### src/rtl/dmac_apb_if.sv
// APB slave front end for the DMA controller configuration block: decodes APB
// transfers into one-hot write/read strobes for four config slots plus a version ID.
module dmac_apb_if #(
    parameter logic [11:0] CFG_BASE = 12'h100,
    parameter logic [31:0] VERSION  = 32'h0001_0101
) (
    input  logic         clk,
    input  logic         rst_n,
    input  logic         psel,
    input  logic         penable,
    input  logic [11:0]  paddr,
    input  logic         pwrite,
    input  logic [31:0]  pwdata,
    output logic [31:0]  prdata,
    output logic         pready,
    output logic         pslverr,
    output logic [3:0]   wren_o,
    output logic [3:0]   rden_o,
    output logic [31:0]  wdata_o,
    input  logic [127:0] rdata_i
);

    typedef enum logic [2:0] {
        IDLE  = 3'd0,
        WR    = 3'd1,
        RD    = 3'd2,
        RDATA = 3'd3,
        VER   = 3'd4,
        ERR   = 3'd5
    } state_t;

    state_t      state;
    logic [1:0]  req_idx;
    logic [31:0] req_wdata;

    logic setup;
    logic slot_hit;
    logic ver_hit;

    assign setup    = psel && !penable;
    assign slot_hit = (paddr[11:4] == CFG_BASE[11:4]) && (paddr[1:0] == 2'b00);
    assign ver_hit  = (paddr == 12'h000);

    always_ff @(posedge clk) begin
        if (!rst_n) begin
            state     <= IDLE;
            req_idx   <= 2'd0;
            req_wdata <= 32'd0;
        end else begin
            case (state)
                IDLE: begin
                    if (setup) begin
                        req_idx   <= paddr[3:2];
                        req_wdata <= pwdata;
                        if (slot_hit)
                            state <= pwrite ? WR : RD;
                        else if (ver_hit && !pwrite)
                            state <= VER;
                        else
                            state <= ERR;
                    end
                end
                // A dropped psel abandons the read before the data phase.
                RD:      state <= psel ? RDATA : IDLE;
                default: state <= IDLE;
            endcase
        end
    end

    // Outputs are a pure decode of the state register and the latched request.
    always_comb begin
        prdata  = 32'd0;
        pready  = 1'b0;
        pslverr = 1'b0;
        wren_o  = 4'd0;
        rden_o  = 4'd0;
        wdata_o = 32'd0;
        case (state)
            WR: begin
                wren_o  = 4'b0001 << req_idx;
                wdata_o = req_wdata;
                pready  = 1'b1;
            end
            RD: begin
                rden_o = 4'b0001 << req_idx;
            end
            RDATA: begin
                // Only the strobed slot drives non-zero data, so OR acts as the mux.
                prdata = rdata_i[31:0] | rdata_i[63:32] | rdata_i[95:64] | rdata_i[127:96];
                pready = 1'b1;
            end
            VER: begin
                prdata = VERSION;
                pready = 1'b1;
            end
            ERR: begin
                pready  = 1'b1;
                pslverr = 1'b1;
            end
            default: ;
        endcase
    end

endmodule

### config.mk
export PLATFORM = sky130hd
export DESIGN_NAME = dmac_apb_if
export DESIGN_NICKNAME = d
export VERILOG_FILES = /design/src/rtl/dmac_apb_if.sv
export SDC_FILE = /design/constraint.sdc
export NUM_CORES = 1
export LEC_CHECK = 0
export CORE_AREA = 2 2 97 99
export CTS_BUF_LIST = sky130_fd_sc_hd__clkbuf_16
export DETAILED_ROUTE_END_ITERATION = 8
export DIE_AREA = 0 0 99 101
export GPL_ROUTABILITY_DRIVEN = 0
export PLACE_DENSITY = 0.74
export RECOVER_POWER = 25
export SYNTH_ARGS = -nofsm -noshare
export SYNTH_HDL_FRONTEND = slang
export SYNTH_SLANG_ARGS = --single-unit
export TNS_END_PERCENT = 100
### constraint.sdc
create_clock -name clk -period 1.8 [get_ports clk]
set_input_delay 0.27 -clock clk [delete_from_list [all_inputs] [get_ports clk]]
set_output_delay 0.27 -clock clk [all_outputs]
set_load 0.02 [all_outputs]
==> results of run 1 <==
## flip-flops by register name, indices dropped and copies added (netlist names)
signal / flops
req_wdata: 32
req_idx: 2
state: 3
## Yosys cell counts (2+ instances only)
| master | instances |
|---|---|
| and2_1 | 32 |
| o21ai_1 | 35 |
| nor3b_1 | 4 |
| dfxtp_1 | 37 |
| nand3b_1 | 2 |
| and3_1 | 2 |
| clkbuf_1 | 13 |
| nor2_1 | 34 |
| buf_2 | 4 |
| a21oi_1 | 35 |
| buf_6 | 5 |
| nand2_1 | 4 |
| buf_1 | 5 |
| nor4_1 | 32 |
| nand3_1 | 34 |
| o21ai_0 | 2 |
## timing repair
action                                  in CTS  in global routing
pin swaps                                    1                  3
setup buffers                                1                  0
resized for setup                          167                 72
cloned                                       1                  0
endpoints found under the setup margin      70                 53
## routing by layer
metal / routed length [um] / share of wire, % / up-vias / GRT usage (%)
li1: - / - / 1574 / -
met1: 4510 / 39 / 1486 / 26.3
met2: 5760 / 50 / 137 / 37.4
met3: 941 / 8.2 / 14 / 6.66
met4: 210 / 1.8 / 0 / 5.90
met5: 0 / 0 / - / 0
## worst max-delay path by stage
stage	to	slack, ps
detailed placement	prdata[8]	-340
floorplan	rden_o[1]	60
global placement	prdata[8]	-390
finish	wdata_o[23]	50
global route	wdata_o[23]	-10
CTS	wren_o[0]	-30
## cell type report
type | instances | share of cell area, %
Timing Repair Buffer | 270 | 50.5
Multi-Input combinational cell | 231 | 27.4
Sequential cell | 37 | 15.6
Tap cell | 111 | 2.92
Clock buffer | 5 | 2.63
Clock inverter | 3 | 0.789
Inverter | 2 | 0.158
## worst max-delay path: stages (launching register included)
cell	delay, ps
dfxtp_2	350
nor3b_4	250
buf_6	180
and2_1	130
clkdlybuf4s15_1	290
## per-stage QoR
stage          cells  cell area, um^2  hold WS, ps  setup TNS [ps]  utilization (%)
6_report         659             4760          469               0             53.0
5_1_grt          659             4760          489           -27.6             53.0
4_1_cts          659             4890          474           -32.3             54.5
3_5_place_dp     649             4850          466           -4310             54.0
3_3_place_gp     649             4850          461           -3690             54.0
2_1_floorplan    297             2180          360               0                -
## power by group through the flow
stage / Sequential [uW] / Combinational (uW) / Clock (uW)
floorplan: 885 / 154 / 0
finish: 878 / 605 / 957
detailed placement: 895 / 612 / 0
CTS: 878 / 617 / 978
global route: 881 / 647 / 1020
global placement: 893 / 606 / 0
## placed cells by master, fill, tap and decap left out, types with 2 or more instances in the layout
cell type	instances
clkdlybuf4s50_1	175
a21oi_1	35
nor2_1	34
nand3_1	34
dfxtp_1	34
and2_1	32
nor4_1	31
clkbuf_2	31
buf_2	22
o21ai_0	21
buf_4	20
o21ai_1	16
clkdlybuf4s15_1	9
clkbuf_16	5
buf_6	5
dlygate4sd2_1	5
nand2_1	4
nor3b_1	4
dfxtp_2	3
nand3b_1	2
and3_1	2
clkinv_1	2
buf_12	2
## logic make-up after synthesis
kind of cell / synth area share (%)
AO/OA/AOI/OAI: 19.3
buffers and inverters: 6.95
flip-flops: 34.0
AND/OR/NAND/NOR: 39.8
==> results.sh, run 1 <==
export IMPL_port_buffer_count=250
export IMPL_cts_max_level=2
export IMPL_seq_area_um2=744
export IMPL_hold_viol=0
export IMPL_rr_startpoint="state[2]"
export IMPL_cts_buffers=5
export IMPL_drtIter0Drc=97
export IMPL_hold_buffers=0
export IMPL_synth_seq_area_share_pct=34.0
export IMPL_io_pins=251
export IMPL_pwr_share_seq_pct=36.0
export IMPL_syn_num_nets=474
export IMPL_ir_drop_uv=287
export IMPL_hold_path_end="req_wdata[30]"
export IMPL_totalWireLength_mm=11.4
export IMPL_power_total_uw=2440
export IMPL_critical_path_class="reg -> out"
export IMPL_grt_max_degree=36
export IMPL_r2r_cells=5
export IMPL_rsz0062_at_grt="yes"
export IMPL_root_buffer="clkbuf_16"
export IMPL_yosysTopAreaCellShare_pct=34.0
export IMPL_die_w_um=99
export IMPL_grt_usage_pct=21.7
export IMPL_synth_distinct_cells=33
export IMPL_vias=3211
export IMPL_cp_data_arrival_time_ps=1480
export IMPL_p_switching_uw=521
export IMPL_finalCriticalPeriod_ps=1750
export IMPL_die_area_mm2=0.0100
export IMPL_path_clk_slew_ps=60
export IMPL_nNetsFinal=724
export IMPL_worstHoldStart="req_wdata[30]"
export IMPL_hold_depth=2
export IMPL_viasPerCell=4.87
export IMPL_ant_nets=0
export IMPL_end_kind="primary output"
export IMPL_cts_tree="yes"
export IMPL_n_antenna_cell=0
export IMPL_internal_power_uw=1920
export IMPL_combinationalPowerShare_pct=24.8
export IMPL_grt_pass1_vias=3155
export IMPL_worstHoldPathType="reg -> reg"
export IMPL_synth_area_mm2=0.00218
export IMPL_pre_cts_ws_ps=-338
export IMPL_grt_antenna_before_repair=0
export IMPL_yosys_area_top_type="dfxtp_1"
export IMPL_fin_crit_sh_pct=97.1
export IMPL_drc=0
export IMPL_synth_seq_cells=37
export IMPL_grt_pass1_wl_mm=16.9
export IMPL_syn2layout_area_growth_pct=118
export IMPL_finalSetupViolations=0
export IMPL_grt_remaining_overflow=0
export IMPL_maxCapViolations=0
export IMPL_switching_share_pct=21.4
export IMPL_die_y_um=101
export IMPL_skew_ps=8.11
export IMPL_rows=35
export IMPL_r2r_slack_ps=130
export IMPL_clk_latency_ps=270
export IMPL_multi_input_area_mm2=0.00130
export IMPL_drive_gt1_share_pct=17.3
export IMPL_power_density_mw_per_mm2=513
export IMPL_status="completed"
export IMPL_async_reset_ff_share_pct=0
export IMPL_firstDrtPassIters=4
export IMPL_clkSinkCount=37
export IMPL_clock_path_buffers=2
export IMPL_synth_edff_count=0
export IMPL_critPathMaxFanout=14
export IMPL_syn_inst=297
export IMPL_critPathLaunch="state[0]"
export IMPL_setup_ws_ps=53.0
export IMPL_synth_avg_cell_area_um2=7.34
export IMPL_wl_per_cell_um=17.3
export IMPL_clkPwrFrac_pct=39.2
export IMPL_worstPathRequired_ps=1530
export IMPL_worst_slew_pin_slew_ps=436
export IMPL_rr_endpoint="req_wdata[17]"
export IMPL_slew_viol_final=0
export IMPL_dp_hpwl_mm=9.00
export IMPL_initial_core_util_pct=24.3
export IMPL_power_leakage_uw=0.00195
export IMPL_synth_flop_cell="dfxtp_1"
export IMPL_n_fill_cell=835
export IMPL_coreArea_mm2=0.00898
export IMPL_critPathLaunchType="flip-flop"
export IMPL_yosys_warnings=0
export IMPL_max_freq_mhz=572
export IMPL_yosys_top_cells_area="dfxtp_1 34%, and2_1 9.2%, nor4_1 9.2%"
export IMPL_slew_headroom_pct=70.7
(Power assumes the default switching activity.)
==> run 2, diff against run 1 <==
REMOVE_ABC_BUFFERS = 1   (was not set)
==> results.sh, run 2 (synthesis gave the netlist of run 1 again) <==
export IMPL_die_w_um=99
export IMPL_hold_viol=0
export IMPL_grt_antenna_before_repair=1
export IMPL_skew_ps=3.77
export IMPL_power_density_mw_per_mm2=491
export IMPL_drc=0
export IMPL_grt_pass1_vias=3197
export IMPL_path_clk_slew_ps=60
export IMPL_ir_drop_uv=322
export IMPL_die_y_um=101
export IMPL_worstPathCellList="nor3b_4 -> buf_6 -> buf_12 -> and2_1 -> buf_4"
export IMPL_clkSinkCount=37
export IMPL_hold_buffers=0
export IMPL_coreArea_mm2=0.00898
export IMPL_critPathLaunchType="flip-flop"
export IMPL_power_leakage_uw=0.00192
export IMPL_reg_top3="req_wdata: 32 flops, state: 3 flops, req_idx: 2 flops"
export IMPL_critical_path_class="reg -> out"
export IMPL_p_switching_uw=552
export IMPL_grt_max_degree=36
export IMPL_viasPerCell=4.88
export IMPL_worstPathRequired_ps=1530
export IMPL_final_cell_mix="176 x clkdlybuf4s50_1, 46 x buf_4, 35 x a21oi_1"
export IMPL_finalCriticalPeriod_ps=1770
export IMPL_hold_depth=2
export IMPL_grt_usage_pct=23.1
export IMPL_syn2layout_area_growth_pct=119
export IMPL_rows=35
export IMPL_ant_nets=0
export IMPL_final_common_cell="clkdlybuf4s50_1"
export IMPL_finalHoldWorstSlack_ps=469
export IMPL_r2r_cells=5
export IMPL_n_fill_cell=853
export IMPL_power_total_uw=2340
export IMPL_clock_path_buffers=2
export IMPL_seq_area_um2=744
export IMPL_finalSetupViolations=0
export IMPL_die_area_mm2=0.0100
export IMPL_maxCapViolations=0
export IMPL_totalWireLength_mm=12.0
export IMPL_internal_power_uw=1790
export IMPL_drtIter0Drc=126
export IMPL_rr_endpoint="req_wdata[2]"
export IMPL_max_freq_mhz=566
export IMPL_cp_data_arrival_time_ps=1500
export IMPL_rsz0062_at_grt="yes"
export IMPL_drive_gt1_share_pct=19.5
export IMPL_switching_share_pct=23.6
export IMPL_cts_buffers=5
export IMPL_grt_use_met3_pct=7.21
export IMPL_firstDrtPassIters=4
export IMPL_worst_slew_pin_slew_ps=380
export IMPL_n_antenna_cell=0
export IMPL_use_met2_pct=40.2
export IMPL_clk_latency_ps=280
export IMPL_dp_hpwl_mm=9.69
export IMPL_grt_pass1_wl_mm=17.8
export IMPL_worstHoldStart="req_wdata[26]"
export IMPL_critical_path_max_stage_delay_ps=350
export IMPL_slew_headroom_pct=74.7
export IMPL_crit_path_top_delay_cell="dfxtp_2"
export IMPL_fin_crit_sh_pct=98.1
export IMPL_pwr_share_seq_pct=37.5
export IMPL_slew_viol_final=0
export IMPL_multi_input_area_mm2=0.00130
export IMPL_use_met1_pct=27.3
export IMPL_regMostFlops="req_wdata"
export IMPL_root_buffer="clkbuf_16"
export IMPL_rr_startpoint="state[2]"
export IMPL_largest_reg_flops=32
export IMPL_status="completed"
export IMPL_initial_core_util_pct=24.3
export IMPL_nNetsFinal=724
export IMPL_grt_remaining_overflow=0
export IMPL_critPathMaxFanout=28
export IMPL_worstHoldPathType="reg -> reg"
export IMPL_cts_tree="yes"
export IMPL_clkPwrFrac_pct=36.4
export IMPL_io_pins=251
export IMPL_final_util_pct=53.1
export IMPL_r2r_slack_ps=120
export IMPL_end_kind="primary output"
export IMPL_wl_per_cell_um=18.3
export IMPL_vias=3214
export IMPL_busiest_layer="met2"
export IMPL_hold_path_end="req_wdata[26]"
export IMPL_cts_max_level=2
export IMPL_port_buffer_count=250
export IMPL_combinationalPowerShare_pct=26.2
-- run 2: final cells by class --
cell class / instances / share of cell area (%)
Clock buffer: 5 / 2.63
Clock inverter: 3 / 0.368
Inverter: 2 / 0.158
Multi-Input combinational cell: 231 / 27.2
Sequential cell: 37 / 15.6
Tap cell: 111 / 2.92
Timing Repair Buffer: 270 / 51.1
-- run 2: power by group through the flow --
stage | Clock, uW | Sequential (uW) | Combinational, uW
after floorplan | 0 | 890 | 129
after global placement | 0 | 892 | 616
after detailed placement | 0 | 894 | 621
after CTS | 870 | 876 | 620
after global routing | 906 | 881 | 654
final | 851 | 877 | 612
-- run 2: worst max-delay path by stage --
stage / start / endpoint / slack [ps] / cells past startpoint
2_1_floorplan: state[1] / prdata[16] / -1030 / 2
3_3_place_gp: rdata_i[7] / prdata[7] / -250 / 4
3_5_place_dp: rdata_i[42] / prdata[10] / -200 / 4
4_1_cts: state[0] / wdata_o[2] / -20 / 4
5_1_grt: state[1] / wren_o[2] / -60 / 6
6_report: state[1] / wdata_o[19] / 30 / 5
-- run 2: through the flow --
step | setup TNS (ps) | area (um^2) | instances | worst slack (ps)
global placement | -5700 | 4870 | 649 | -246
CTS | -64.8 | 4860 | 659 | -22.7
global route | -588 | 4760 | 659 | -58.4
finish | 0 | 4760 | 659 | 34.2
detailed placement | -5870 | 4870 | 649 | -200
floorplan | -42400 | 2040 | 270 | -1030
-- run 2: per-layer routing --
| layer | up-vias | share of wire (%) |
|---|---|---|
| li1 | 1568 | - |
| met1 | 1466 | 39 |
| met2 | 156 | 49 |
| met3 | 22 | 9.4 |
| met4 | 2 | 2.1 |
| met5 | - | 0.12 |
-- run 2: worst max-delay path, delay by kind of cell (launching register included) --
family	cells	cell delay, ps
buffers and inverters	3	450
AND/OR/NAND/NOR	2	420
flip-flops	1	350
-- run 2: repair_timing --
item	CTS	global route
endpoints found under the setup margin	74	72
endpoints found under the hold margin	0	0
setup buffers	2	0
pin swaps	1	0
resized for setup	195	97
